File: config.mk
export PLATFORM = sky130hd
export DESIGN_NAME = apb_mem_slave_param
export DESIGN_NICKNAME = d
export VERILOG_FILES = /design/src/rtl/apb_slv_pkg.sv /design/src/rtl/apb_wait_cnt.sv /design/src/rtl/apb_mem_slave_param.sv
export SDC_FILE = /design/constraint.sdc
export NUM_CORES = 1
export LEC_CHECK = 0
export ABC_AREA = 1
export BUFFER_PORTS_ARGS = -buffer_cell sky130_fd_sc_hd__buf_4
export CAP_MARGIN = 0
export CORE_MARGIN = 2
export CORE_UTILIZATION = 30
export DETAILED_ROUTE_END_ITERATION = 12
export PLACE_DENSITY = 0.69
export RECOVER_POWER = 100
export SLEW_MARGIN = 20
export SYNTH_ARGS = -nofsm -noshare
export SYNTH_HDL_FRONTEND = slang
export SYNTH_SLANG_ARGS = --single-unit
File: constraint.sdc
create_clock -name clk -period 4.4 [get_ports clk]
set_clock_uncertainty 0.15 [all_clocks]
set_input_delay 0.88 -clock clk [delete_from_list [all_inputs] [get_ports clk]]
set_output_delay 0.88 -clock clk [all_outputs]
set_load 0.02 [all_outputs]
File: src/rtl/apb_slv_pkg.sv
// Shared types and helpers for the parametrised APB memory completer.
//   apb_state_e : completer FSM states (IDLE, ACCESS)
//   WAIT_W      : width of the wait-state counter (WAIT_STATES 0..15)
//   apb_req_t   : captured request, sized for the widest supported bus
//   word_shift  : byte-address to word-index shift for a given data width
package apb_slv_pkg;

   typedef enum logic {
      IDLE   = 1'b0,
      ACCESS = 1'b1
   } apb_state_e;

   localparam int unsigned WAIT_W     = 4;
   localparam int unsigned REQ_ADDR_W = 64;
   localparam int unsigned REQ_DATA_W = 64;
   localparam int unsigned REQ_STRB_W = REQ_DATA_W / 8;

   // Fields are zero-extended from the configured bus widths on capture.
   typedef struct packed {
      logic                  write;
      logic [REQ_ADDR_W-1:0] addr;
      logic [REQ_DATA_W-1:0] wdata;
      logic [REQ_STRB_W-1:0] strb;
   } apb_req_t;

   function automatic int unsigned word_shift(input int unsigned data_w);
      return $clog2(data_w / 8);
   endfunction

endpackage

File: src/rtl/apb_wait_cnt.sv
// Loadable down-counter used to time pready in the ACCESS phase.
//   clk_i, rst_i : clock, synchronous active-high reset
//   load_i       : load load_val_i (takes priority over dec_i)
//   load_val_i   : value to load
//   dec_i        : decrement by one, saturating at zero
//   value_o      : current count
//   zero_o       : count equals zero
module apb_wait_cnt #(
   parameter int unsigned W = 4
) (
   input  logic         clk_i,
   input  logic         rst_i,
   input  logic         load_i,
   input  logic [W-1:0] load_val_i,
   input  logic         dec_i,
   output logic [W-1:0] value_o,
   output logic         zero_o
);

   logic [W-1:0] cnt_q, cnt_d;

   always_comb begin
      cnt_d = cnt_q;
      if (load_i) begin
         cnt_d = load_val_i;
      end else if (dec_i && (cnt_q != '0)) begin
         cnt_d = cnt_q - W'(1);
      end
   end

   always_ff @(posedge clk_i) begin
      if (rst_i) begin
         cnt_q <= '0;
      end else begin
         cnt_q <= cnt_d;
      end
   end

   assign value_o = cnt_q;
   assign zero_o  = (cnt_q == '0);

endmodule

File: src/rtl/apb_mem_slave_param.sv
// APB4 completer in front of a synchronous single-port memory (1-cycle read
// latency). Captures the request in the setup cycle, pulses one registered
// memory strobe in the first ACCESS cycle and completes after a programmable
// number of wait states. Flags out-of-range and (optionally) misaligned
// addresses with pslverr.
//
// Optional feature macro: APB_SLV_PROT_EN -- when defined, writes with
// pprot[0]=0 (unprivileged) are blocked and answered with pslverr.
//
// Ports:
//   clk, rst       : clock, synchronous active-high reset
//   psel, penable  : APB select / access phase
//   pwrite, paddr  : direction, byte address
//   pwdata, pstrb  : write data, byte strobes
//   pprot          : protection attributes (APB_SLV_PROT_EN only)
//   prdata, pready, pslverr : APB response
//   mem_wr, mem_rd : one-cycle memory write / read strobes
//   mem_be         : byte enables (all ones for reads)
//   mem_address    : memory word address
//   mem_data_in    : memory write data
//   mem_data_out   : memory read data, valid the cycle after mem_rd
module apb_mem_slave_param
   import apb_slv_pkg::*;
#(
   parameter int unsigned ADDR_W      = 12,
   parameter int unsigned DATA_W      = 32,
   parameter int unsigned MEM_DEPTH   = 256,
   parameter int unsigned WAIT_STATES = 0,
   parameter int unsigned ALIGN_CHK   = 1
) (
   input  logic                         clk,
   input  logic                         rst,
   input  logic                         psel,
   input  logic                         penable,
   input  logic                         pwrite,
   input  logic [ADDR_W-1:0]            paddr,
   input  logic [DATA_W-1:0]            pwdata,
   input  logic [DATA_W/8-1:0]          pstrb,
   input  logic [2:0]                   pprot,
   output logic [DATA_W-1:0]            prdata,
   output logic                         pready,
   output logic                         pslverr,
   output logic                         mem_wr,
   output logic                         mem_rd,
   output logic [DATA_W/8-1:0]          mem_be,
   output logic [$clog2(MEM_DEPTH)-1:0] mem_address,
   output logic [DATA_W-1:0]            mem_data_in,
   input  logic [DATA_W-1:0]            mem_data_out
);

   localparam int unsigned SHIFT  = word_shift(DATA_W);
   localparam int unsigned STRB_W = DATA_W / 8;
   localparam int unsigned MEM_AW = $clog2(MEM_DEPTH);

   localparam logic [REQ_ADDR_W-1:0] LOW_MASK = (64'd1 << SHIFT) - 64'd1;
   localparam logic [WAIT_W-1:0]     WR_WAIT  = WAIT_W'(WAIT_STATES);
   localparam logic [WAIT_W-1:0]     RD_WAIT  = WAIT_W'((WAIT_STATES == 0) ? 1 : WAIT_STATES);

   apb_state_e  state_q, state_d;
   apb_req_t    req_q, req_d;
   logic        err_q, err_d;
   logic        mem_wr_q, mem_wr_d;
   logic        mem_rd_q, mem_rd_d;

   logic              setup;
   logic              range_err, align_err, prot_err;
   logic              cnt_load, cnt_dec, cnt_zero;
   logic [WAIT_W-1:0] cnt_load_val, cnt_val;

   assign setup = (state_q == IDLE) && psel && !penable;

   always_comb begin
      req_d = '{write: pwrite,
                addr:  REQ_ADDR_W'(paddr),
                wdata: REQ_DATA_W'(pwdata),
                strb:  REQ_STRB_W'(pstrb)};
   end

   assign range_err = (req_d.addr >> SHIFT) >= REQ_ADDR_W'(MEM_DEPTH);
   assign align_err = (ALIGN_CHK != 0) && ((req_d.addr & LOW_MASK) != '0);

`ifdef APB_SLV_PROT_EN
   logic prot_unused;
   assign prot_unused = ^pprot[2:1];
   assign prot_err    = pwrite && !pprot[0];
`else
   logic prot_unused;
   assign prot_unused = ^pprot;
   assign prot_err    = 1'b0;
`endif

   assign err_d = range_err || align_err || prot_err;

   // Reads need at least one wait so mem_data_out is valid at pready.
   assign cnt_load_val = (!pwrite && !err_d) ? RD_WAIT : WR_WAIT;

   always_comb begin
      state_d  = state_q;
      mem_wr_d = 1'b0;
      mem_rd_d = 1'b0;
      cnt_load = 1'b0;
      cnt_dec  = 1'b0;
      case (state_q)
         IDLE: begin
            if (setup) begin
               state_d  = ACCESS;
               cnt_load = 1'b1;
               mem_wr_d = pwrite && !err_d && (pstrb != '0);
               mem_rd_d = !pwrite && !err_d;
            end
         end
         ACCESS: begin
            if (cnt_zero || !psel) begin
               state_d = IDLE;
            end else begin
               cnt_dec = (cnt_val != '0);
            end
         end
      endcase
   end

   always_ff @(posedge clk) begin
      if (rst) begin
         state_q  <= IDLE;
         req_q    <= '0;
         err_q    <= 1'b0;
         mem_wr_q <= 1'b0;
         mem_rd_q <= 1'b0;
      end else begin
         state_q  <= state_d;
         mem_wr_q <= mem_wr_d;
         mem_rd_q <= mem_rd_d;
         if (setup) begin
            req_q <= req_d;
            err_q <= err_d;
         end
      end
   end

   apb_wait_cnt #(
      .W (WAIT_W)
   ) u_wait_cnt (
      .clk_i      (clk),
      .rst_i      (rst),
      .load_i     (cnt_load),
      .load_val_i (cnt_load_val),
      .dec_i      (cnt_dec),
      .value_o    (cnt_val),
      .zero_o     (cnt_zero)
   );

   assign pready  = (state_q == ACCESS) && cnt_zero;
   assign pslverr = pready && err_q;
   assign prdata  = (pready && !req_q.write && !err_q) ? mem_data_out : '0;

   // Address/data/enables come from the capture register but are only
   // presented while one of the registered strobes is high.
   assign mem_wr      = mem_wr_q;
   assign mem_rd      = mem_rd_q;
   assign mem_address = (mem_wr_q || mem_rd_q) ? MEM_AW'(req_q.addr >> SHIFT) : '0;
   assign mem_data_in = (mem_wr_q || mem_rd_q) ? DATA_W'(req_q.wdata) : '0;
   assign mem_be      = mem_wr_q ? STRB_W'(req_q.strb) :
                        mem_rd_q ? {STRB_W{1'b1}} : '0;

endmodule

==> results of run 1 <==
==> worst min-delay path, cell delays in order, from the launching register on <==
cell and delay, ns:
dfxtp_1 0.31, inv_1 0.06, o21ai_1 0.06
==> flip-flops by register name, summed over array words and instances, names as in the netlist <==
signal              flops
u_wait_cnt.value_o      4
mem_rd                  1
state_q                 1
req_q                  45
err_q                   1
mem_wr                  1
==> kinds of logic (layout without fill, tap and decap cells) <==
| kind of cell | Yosys count | in the layout | synth area share, % |
|---|---|---|---|
| adder cells (fa/ha/maj) | 1 | 1 | 0.5047 |
| AO/OA/AOI/OAI | 52 | 52 | 10.75 |
| flip-flops | 53 | 53 | 42.81 |
| AND/OR/NAND/NOR | 153 | 153 | 26.75 |
| buffers and inverters | 110 | 267 | 19.18 |
==> worst min-delay path by stage <==
stage / slack (ns) / startpoint / endpoint / depth (start not counted)
floorplan: 0.29 / req_q[10] / req_q[10] / 2
global placement: 0.30 / req_q[31] / req_q[31] / 2
detailed placement: 0.31 / req_q[13] / req_q[13] / 2
CTS: 0.32 / req_q[13] / req_q[13] / 2
global route: 0.34 / req_q[78] / req_q[78] / 2
finish: 0.32 / req_q[78] / req_q[78] / 2
==> layer usage <==
layer / GRT usage [%] / part of all wire (%)
met1: 13.98 / 39
met2: 25.89 / 49
met3: 3.831 / 10
met4: 4.227 / 1.8
met5: 0 / 0
==> metrics by stage <==
stage                     worst slack (ns)  utilization (%)  hold slack, ns
after floorplan                      1.983                -          0.2867
after global placement               1.729            46.04          0.3014
after detailed placement             1.737            46.04          0.3054
after CTS                            1.484            47.11          0.3205
after global routing                 1.154            43.32          0.3422
final                                1.355            43.32          0.3202
==> Yosys cell counts, drive strengths merged <==
master | number | area share (%)
inv | 94 | 14
dfxtp | 53 | 43
nand4 | 2 | 0.50
nor3 | 1 | 0.20
nand3 | 6 | 1.7
buf | 15 | 4.8
ha | 1 | 0.50
o21ai | 41 | 8.3
nor2 | 88 | 15
o22ai | 5 | 1.3
clkbuf | 1 | 0.15
nand2 | 56 | 9.0
a21oi | 6 | 1.2
==> area by class of cell <==
cell class / count / area [um2]
Sequential cell: 53 / 1061
Inverter: 94 / 352.8
Tap cell: 105 / 131.4
Timing Repair Buffer: 165 / 979.7
Fill cell: 927 / 4587
Multi-Input combinational cell: 206 / 894.6
Clock inverter: 2 / 13.76
Clock buffer: 6 / 72.57
==> power groups by stage <==
stage / Combinational, mW / Clock (mW) / Sequential, mW
3_3_place_gp: 0.159 / 0 / 0.519
3_5_place_dp: 0.161 / 0 / 0.519
4_1_cts: 0.162 / 0.282 / 0.508
2_1_floorplan: 0.0841 / 0 / 0.518
6_report: 0.147 / 0.264 / 0.508
5_1_grt: 0.165 / 0.297 / 0.511
==> qor.yml, run 1 <==
status: "completed"
crit_end: "prdata[28]"
dp_hpwl_um: 5014
drt_pass1_iterations: 4
nNetsFinal: 614
min_path_type: "flop to flop"
rr_worst_depth: 6
critPathLaunchType: "flop"
wl_um: 6468
ys_warn_count: 0
grt.total_usage_pct: 13.48
worst-path-max-fanout: 32
p_per_area_nw_per_um2: 261.9
cp_num_buf_inv: 2
cp.depth: 7
postRouteAntennaNets: 0
power_mw: 0.9183
p_comb_share_pct: 16.0
post-cts-setup-buffers: 0
antenna_found_initial: 0
overflow: 0
end_kind: "primary output"
root_buffer: "clkbuf_8"
ctsLongestPathBuffers: 2
ys_ff_latch: 53
vdd_drop_max_mv: 0.1287
fp.dieW_um: 94.90
avgSynthCellArea_um2: 6.717
viasPerCell: 4.189
final_cell_mix: "buf_4 (95), inv_1 (94), nor2_1 (85)"
finalNonFillerCells: 631
rsz0062_at_grt: "no"
regToRegSetupSlack_ns: 2.14
dpl-instance-area_um2: 3726
die_area_um2: 9005
drc_errors: 0
final_common_cell: "buf_4"
grt_max_degree: 48
die_h_um: 94.90
numPortBuffers: 164
switchingPower_mw: 0.2310
cts_resized: 0
crit_family: "simple AND/OR/NAND/NOR gates"
area_growth_pct: 41.44
r2r-start: "state_q"
cts_tree: "yes"
slowest_delay_ns: 0.32
crit_start: "u_wait_cnt.value_o[0]"
p_clk_share_pct: 28.7
slew_viol_final: 0
cts-buffers-inserted: 5
num_rows: 33
total_leakage_power_nw: 1.634
max_freq_mhz: 328.4
intPower_mw: 0.6873
cap_violations: 0
postCtsHoldBufs: 0
vias: 2643
drive_gt1_share_pct: 20.53
setup_viol: 0
final_hold_viol_count: 0
synthCells: 369
critical_path.most_common_cell: "nor2_1"
grt_pass1_wl_um: 9825
power.share.switching_pct: 25.16
crit_type: "flop to primary output"
crit_path_cell_trace: "inv_1, ha_1, nand2_2, nor2_1, nand3_4, nor2_1, clkbuf_1"
clock_latency_ns: 0.29
fin_crit_sh_pct: 69.21
synth_cell_types: 21
slew_headroom_pct: 11.60
yosysSeqAreaShare_pct: 42.81
drtIter0Drc: 44
tns_ns: 0
syn_area_um2: 2479
worst_r2r_endpoint: "u_wait_cnt.value_o[1]"
wire_per_inst_um: 10.25
core-area_um2: 8093
initial_core_util_pct: 30.63
clk_pin_slew_ns: 0.09
diodes: 0
min_period_ns: 3.045
crit_slowest_cell: "nand3_4"
worstMarginPinSlew_ns: 1.323
worstPathArrival_ns: 2.02
cp.required_ns: 3.37
gp_congestion: 0.7186
seqPwrFrac_pct: 55.3
grt_pass1_vias: 2327
syn-num-nets: 458
final_area_um2: 3506
cts_max_level: 2
io_pins: 168
place_inst: 623
clock_sinks: 53
Power figures use the tool's default switching activity.
==> inputs of run 2 (changes only) <==
--- a/config.mk
+++ b/config.mk
@@ -11,7 +11,7 @@
 export CORE_MARGIN = 2
 export CORE_UTILIZATION = 30
 export DETAILED_ROUTE_END_ITERATION = 12
-export PLACE_DENSITY = 0.69
+export PLACE_DENSITY = 0.71
 export RECOVER_POWER = 100
 export SLEW_MARGIN = 20
 export SYNTH_ARGS = -nofsm -noshare
==> constraint.sdc (replaced) <==
create_clock -name clk -period 2.77 [get_ports clk]
set_clock_uncertainty 0.15 [all_clocks]
set_input_delay 0.554 -clock clk [delete_from_list [all_inputs] [get_ports clk]]
set_output_delay 0.554 -clock clk [all_outputs]
set_load 0.02 [all_outputs]
==> run 2 against run 1 <==
  * Die area is the same
  * Critical path type unchanged
  * Largest power group unchanged
  * Design area rose by 3.4%
  * Critical path depth unchanged
  * Sequential power increased by 59%
  * Setup slack got worse by 1.1 ns
  * Utilization increased by 1.5 points
  * Sequential share of layout area shrank 1.0 points
  * Via count increased by 1.0%
==> qor.yml, run 2 (synthesis gave the netlist of run 1 again) <==
power.share.switching_pct: 24.68  # -0.47 points
slew_viol_final: 0  # unchanged
post-cts-setup-buffers: 0  # unchanged
worst_r2r_endpoint: "req_q[23]"
p_clk_share_pct: 33.4  # +4.7 points
slew_headroom_pct: 20.78  # +9.2 points
cp.required_ns: 2.07  # -1.30 ns
viasPerCell: 4.218  # +0.70%
numPortBuffers: 164  # unchanged
rr_worst_depth: 6  # unchanged
fillers: 864  # -6.8%
vdd_drop_max_mv: 0.2633  # +100%
min_to: "state_q"
cts_max_level: 2  # unchanged
status: "completed"
fin_crit_sh_pct: 92.36
switchingPower_mw: 0.3899  # +69%
final_cell_mix: "buf_4 (96), inv_1 (94), nor2_1 (84)"
wire_per_inst_um: 10.58  # +3.2%
wl_um: 6694  # +3.5%
grt_pass1_vias: 2455  # +5.5%
core-area_um2: 8093  # unchanged
die_area_um2: 9005  # unchanged
overflow: 0  # unchanged
initial_core_util_pct: 30.63  # unchanged
final_hold_viol_count: 0  # unchanged
gp_congestion: 0.7737  # +7.7%
worst-path-max-fanout: 32  # unchanged
dp_hpwl_um: 5348  # +6.7%
grt.total_usage_pct: 14.23  # +0.75 points
vias: 2670  # +1.0%
nNetsFinal: 616  # +0.33%
worstPathArrival_ns: 1.85  # -0.17 ns
fin_hold_ws_ns: 0.2681  # -0.05211 ns
clock_latency_ns: 0.29  # about the same
end_kind: "primary output"
drt_pass1_iterations: 4  # unchanged
grt_pass1_wl_um: 10300  # +4.8%
power_mw: 1.580  # +72%
rsz0062_at_grt: "no"
critPathLaunchType: "flop"
num_rows: 33  # unchanged
worstMarginPinSlew_ns: 1.184  # -0.1389 ns
diodes: 0  # unchanged
drtIter0Drc: 38  # -14%
drc_errors: 0  # unchanged
crit_slowest_cell: "dfxtp_1"
clk_pin_slew_ns: 0.09  # about the same
fp.dieW_um: 94.90  # unchanged
r2r-start: "state_q"
postCtsHoldBufs: 0  # unchanged
cts_resized: 0  # unchanged
grt_max_degree: 45  # -6.3%
hp-start: "rst"
final_common_cell: "buf_4"
crit_type: "flop to primary output"
regToRegSetupSlack_ns: 0.46  # -1.68 ns
cts_tree: "yes"
slowest_delay_ns: 0.31  # about the same
cts-buffers-inserted: 5  # unchanged
clock_sinks: 53  # unchanged
p_comb_share_pct: 15.5  # -0.5 points
min_path_type: "input pin to flop"
io_pins: 168  # unchanged
drive_gt1_share_pct: 29.17  # +8.6 points
seqPwrFrac_pct: 51.1  # -4.2 points
regMostFlops: "req_q"
cap_violations: 0  # unchanged
tns_ns: 0  # unchanged
post-place-ws_ns: 0.5282  # -1.209 ns
area_growth_pct: 46.29
setup_viol: 0  # unchanged
layout_setup_ws_ns: 0.2115  # -1.143 ns
crit_path_cell_trace: "inv_1, ha_1, nand2_2, nor2_4, nand3_4, nor2_1, clkbuf_1"
largest_reg_flops: 45  # unchanged
ctsLongestPathBuffers: 2  # unchanged
max_freq_mhz: 390.9
postRouteAntennaNets: 0  # unchanged
p_per_area_nw_per_um2: 435.6  # +66%
antenna_found_initial: 0  # unchanged
intPower_mw: 1.190  # +73%
root_buffer: "clkbuf_8"
min_period_ns: 2.558
min_path_cells: 2  # unchanged
die_h_um: 94.90  # unchanged
total_leakage_power_nw: 1.809  # +11%
==> run 2: area by class of cell <==
class	count	area, um2	area share, %
timing repair buffer	167	1059	29.19
tap	105	131.4	3.623
clock buffer	5	68.82	1.898
inverter	94	352.8	9.731
multi-input combinational	206	909.6	25.09
clock inverter	3	43.79	1.208
sequential	53	1061	29.26
==> run 2: stage by stage <==
step           std cells  utilization [%]  instance area (um2)
6_report             633            44.81                 3626
5_1_grt              633            44.81                 3626
4_1_cts              633            47.77                 3866
3_5_place_dp         625            46.38                 3754
3_3_place_gp         625            46.38                 3754
2_1_floorplan        369                -                 2479
==> run 2: worst max-delay path: cells and delay by family, from the launching register on <==
kind          cells  cell delay [ns]
simple gates      4             0.69
buf+inv           2             0.35
fa+ha+maj         1             0.19
flops             1             0.31
==> run 2: power groups by stage <==
stage	Clock, mW	Sequential, mW	Combinational (mW)
global route	0.580	0.811	0.275
global placement	0	0.824	0.258
detailed placement	0	0.825	0.263
CTS	0.551	0.808	0.264
finish	0.528	0.807	0.244
floorplan	0	0.823	0.134
==> run 2: metal layers <==
metal	part of all wire, %	track usage (%)
met5	0	0
met4	1.0	3.382
met3	9.8	3.591
met2	50	28.37
met1	39	14.61
==> run 2: worst max-delay path by stage <==
stage	from	endpoint	slack, ns	depth (start not counted)
floorplan	u_wait_cnt.value_o[0]	prdata[11]	0.68	7
global placement	u_wait_cnt.value_o[0]	prdata[6]	0.59	7
detailed placement	u_wait_cnt.value_o[0]	prdata[14]	0.53	7
CTS	u_wait_cnt.value_o[0]	prdata[14]	0.18	7
global route	mem_wr	mem_be[3]	0.04	4
finish	u_wait_cnt.value_o[0]	prdata[12]	0.21	7
==> inputs of run 3 (changes only) <==
--- a/config.mk
+++ b/config.mk
@@ -8,6 +8,7 @@
 export ABC_AREA = 1
 export BUFFER_PORTS_ARGS = -buffer_cell sky130_fd_sc_hd__buf_4
 export CAP_MARGIN = 0
+export CORE_ASPECT_RATIO = 0.8
 export CORE_MARGIN = 2
 export CORE_UTILIZATION = 30
 export DETAILED_ROUTE_END_ITERATION = 12
==> run 3 against run 2 <==
  * Critical path depth unchanged
  * First-iteration DRC count rose to 3.2 times the previous value
  * Sequential power barely moved
  * Sequential cell count is the same
  * Utilization rose by 0.24 points
==> qor.yml, run 3 (synthesis gave the netlist of run 1 again) <==
worstPathArrival_ns: 1.89  # +0.04 ns
grt_pass1_wl_um: 10800  # +4.8%
cts_max_level: 2  # unchanged
wire_per_inst_um: 11.07  # +4.7%
tns_ns: 0  # unchanged
final_cell_mix: "buf_4 (100), inv_1 (94), nor2_1 (84)"
final_area_um2: 3596  # -0.83%
clock_latency_ns: 0.29  # about the same
clk_pin_slew_ns: 0.09  # about the same
slew_viol_final: 0  # unchanged
numPortBuffers: 164  # unchanged
min_path_cells: 2  # unchanged
crit_path_cell_trace: "inv_1, ha_1, nand2_2, nor2_4, nand3_4, nor2_1, clkbuf_2"
cap_violations: 0  # unchanged
io_pins: 168  # unchanged
initial_core_util_pct: 31.05  # +0.42 points
die_area_um2: 9010  # about the same
vdd_drop_max_mv: 0.2148  # -18%
end_kind: "primary output"
power_mw: 1.489  # -5.8%
multiInputGateArea_um2: 902.1  # -0.83%
crit_family: "simple AND/OR/NAND/NOR gates"
cp_num_buf_inv: 2  # unchanged
cp.required_ns: 2.07  # about the same
antenna_found_initial: 0  # unchanged
vias: 2672  # +0.075%
total_leakage_power_nw: 1.792  # -0.92%
fp.dieW_um: 105.6  # +11%
postCtsHoldBufs: 0  # unchanged
diodes: 0  # unchanged
rsz0062_at_grt: "no"
largest_reg_flops: 45  # unchanged
worst-path-max-fanout: 32  # unchanged
overflow: 0  # unchanged
min_path_type: "input pin to flop"
fin_hold_ws_ns: 0.2737  # +0.005581 ns
regToRegSetupSlack_ns: 0.64  # +0.18 ns
drc_errors: 0  # unchanged
drive_gt1_share_pct: 29.17  # unchanged
post-cts-setup-buffers: 0  # unchanged
cp.depth: 7  # unchanged
viasPerCell: 4.201  # -0.40%
die_h_um: 85.30  # -10%
final_hold_viol_count: 0  # unchanged
max_freq_mhz: 385.5  # -1.4%
slew_headroom_pct: 45.78  # +25 points
cts-buffers-inserted: 5  # unchanged
drtIter0Drc: 123  # +220%
status: "completed"
num_rows: 29  # -12%
setup_viol: 0  # unchanged
grt.total_usage_pct: 14.59  # +0.37 points
fin_crit_sh_pct: 93.64  # +1.3 points
worstMarginPinSlew_ns: 0.8134  # -0.3705 ns
root_buffer: "clkbuf_8"
fillers: 856  # -0.93%
crit_slowest_cell: "dfxtp_1"
area_growth_pct: 45.08
dpl-instance-area_um2: 3750  # about the same
postRouteAntennaNets: 0  # unchanged
crit_type: "flop to primary output"
min_period_ns: 2.594  # +0.03548 ns
drt_pass1_iterations: 6  # +2
core-area_um2: 7983  # -1.4%
final_common_cell: "buf_4"
ctsLongestPathBuffers: 2  # unchanged
cts_resized: 0  # unchanged
gp_congestion: 0.8477  # +9.6%
cts_tree: "yes"
rr_worst_depth: 6  # unchanged
regArea_um2: 1061  # unchanged
nNetsFinal: 616  # unchanged
slowest_delay_ns: 0.31  # about the same
wl_um: 7043  # +5.2%
clock_sinks: 53  # unchanged
critPathLaunchType: "flop"
grt_pass1_vias: 2445  # -0.41%
dp_hpwl_um: 5395  # +0.87%
p_per_area_nw_per_um2: 414.0  # -5.0%
regMostFlops: "req_q"
grt_max_degree: 41  # -8.9%
run 3: final timing paths:
path                                             from         end
worst max-delay path            u_wait_cnt.value_o[0]  prdata[17]
worst min-delay path                              rst     state_q
worst max register to register                state_q       err_q
worst min register to register              req_q[33]   req_q[33]
run 3: per-layer routing:
metal	up-vias	track usage (%)	share of wire (%)	wire length (um)
met2	107	27.33	48	3385
met3	2	4.685	9.4	662
met4	0	2.751	0.33	23
met1	1181	16.35	42	2972
li1	1382	-	-	-
met5	-	0	0	0
run 3: power breakdown:
| part | total [mW] | switching, mW | internal (mW) |
|---|---|---|---|
| Clock | 0.438 | 0.258 | 0.180 |
| Combinational | 0.244 | 0.125 | 0.119 |
| Sequential | 0.807 | 0.00899 | 0.798 |
run 3: layout make-up:
type	count	share of cell area [%]
flip-flops and latches	53	29.51
repair buffers	167	29.33
multi-input cells	206	25.09
inverters	94	9.812
well taps	108	3.758
clock buffers	5	1.914
clock inverters	3	0.5915
run 3: metrics by stage:
stage / instances / utilization [%] / setup WS (ns)
4_1_cts: 636 / 48.10 / 0.1115
5_1_grt: 636 / 45.05 / 0.03593
3_3_place_gp: 628 / 46.97 / 0.5306
3_5_place_dp: 628 / 46.97 / 0.4515
2_1_floorplan: 369 / - / 0.6787
6_report: 636 / 45.05 / 0.1761
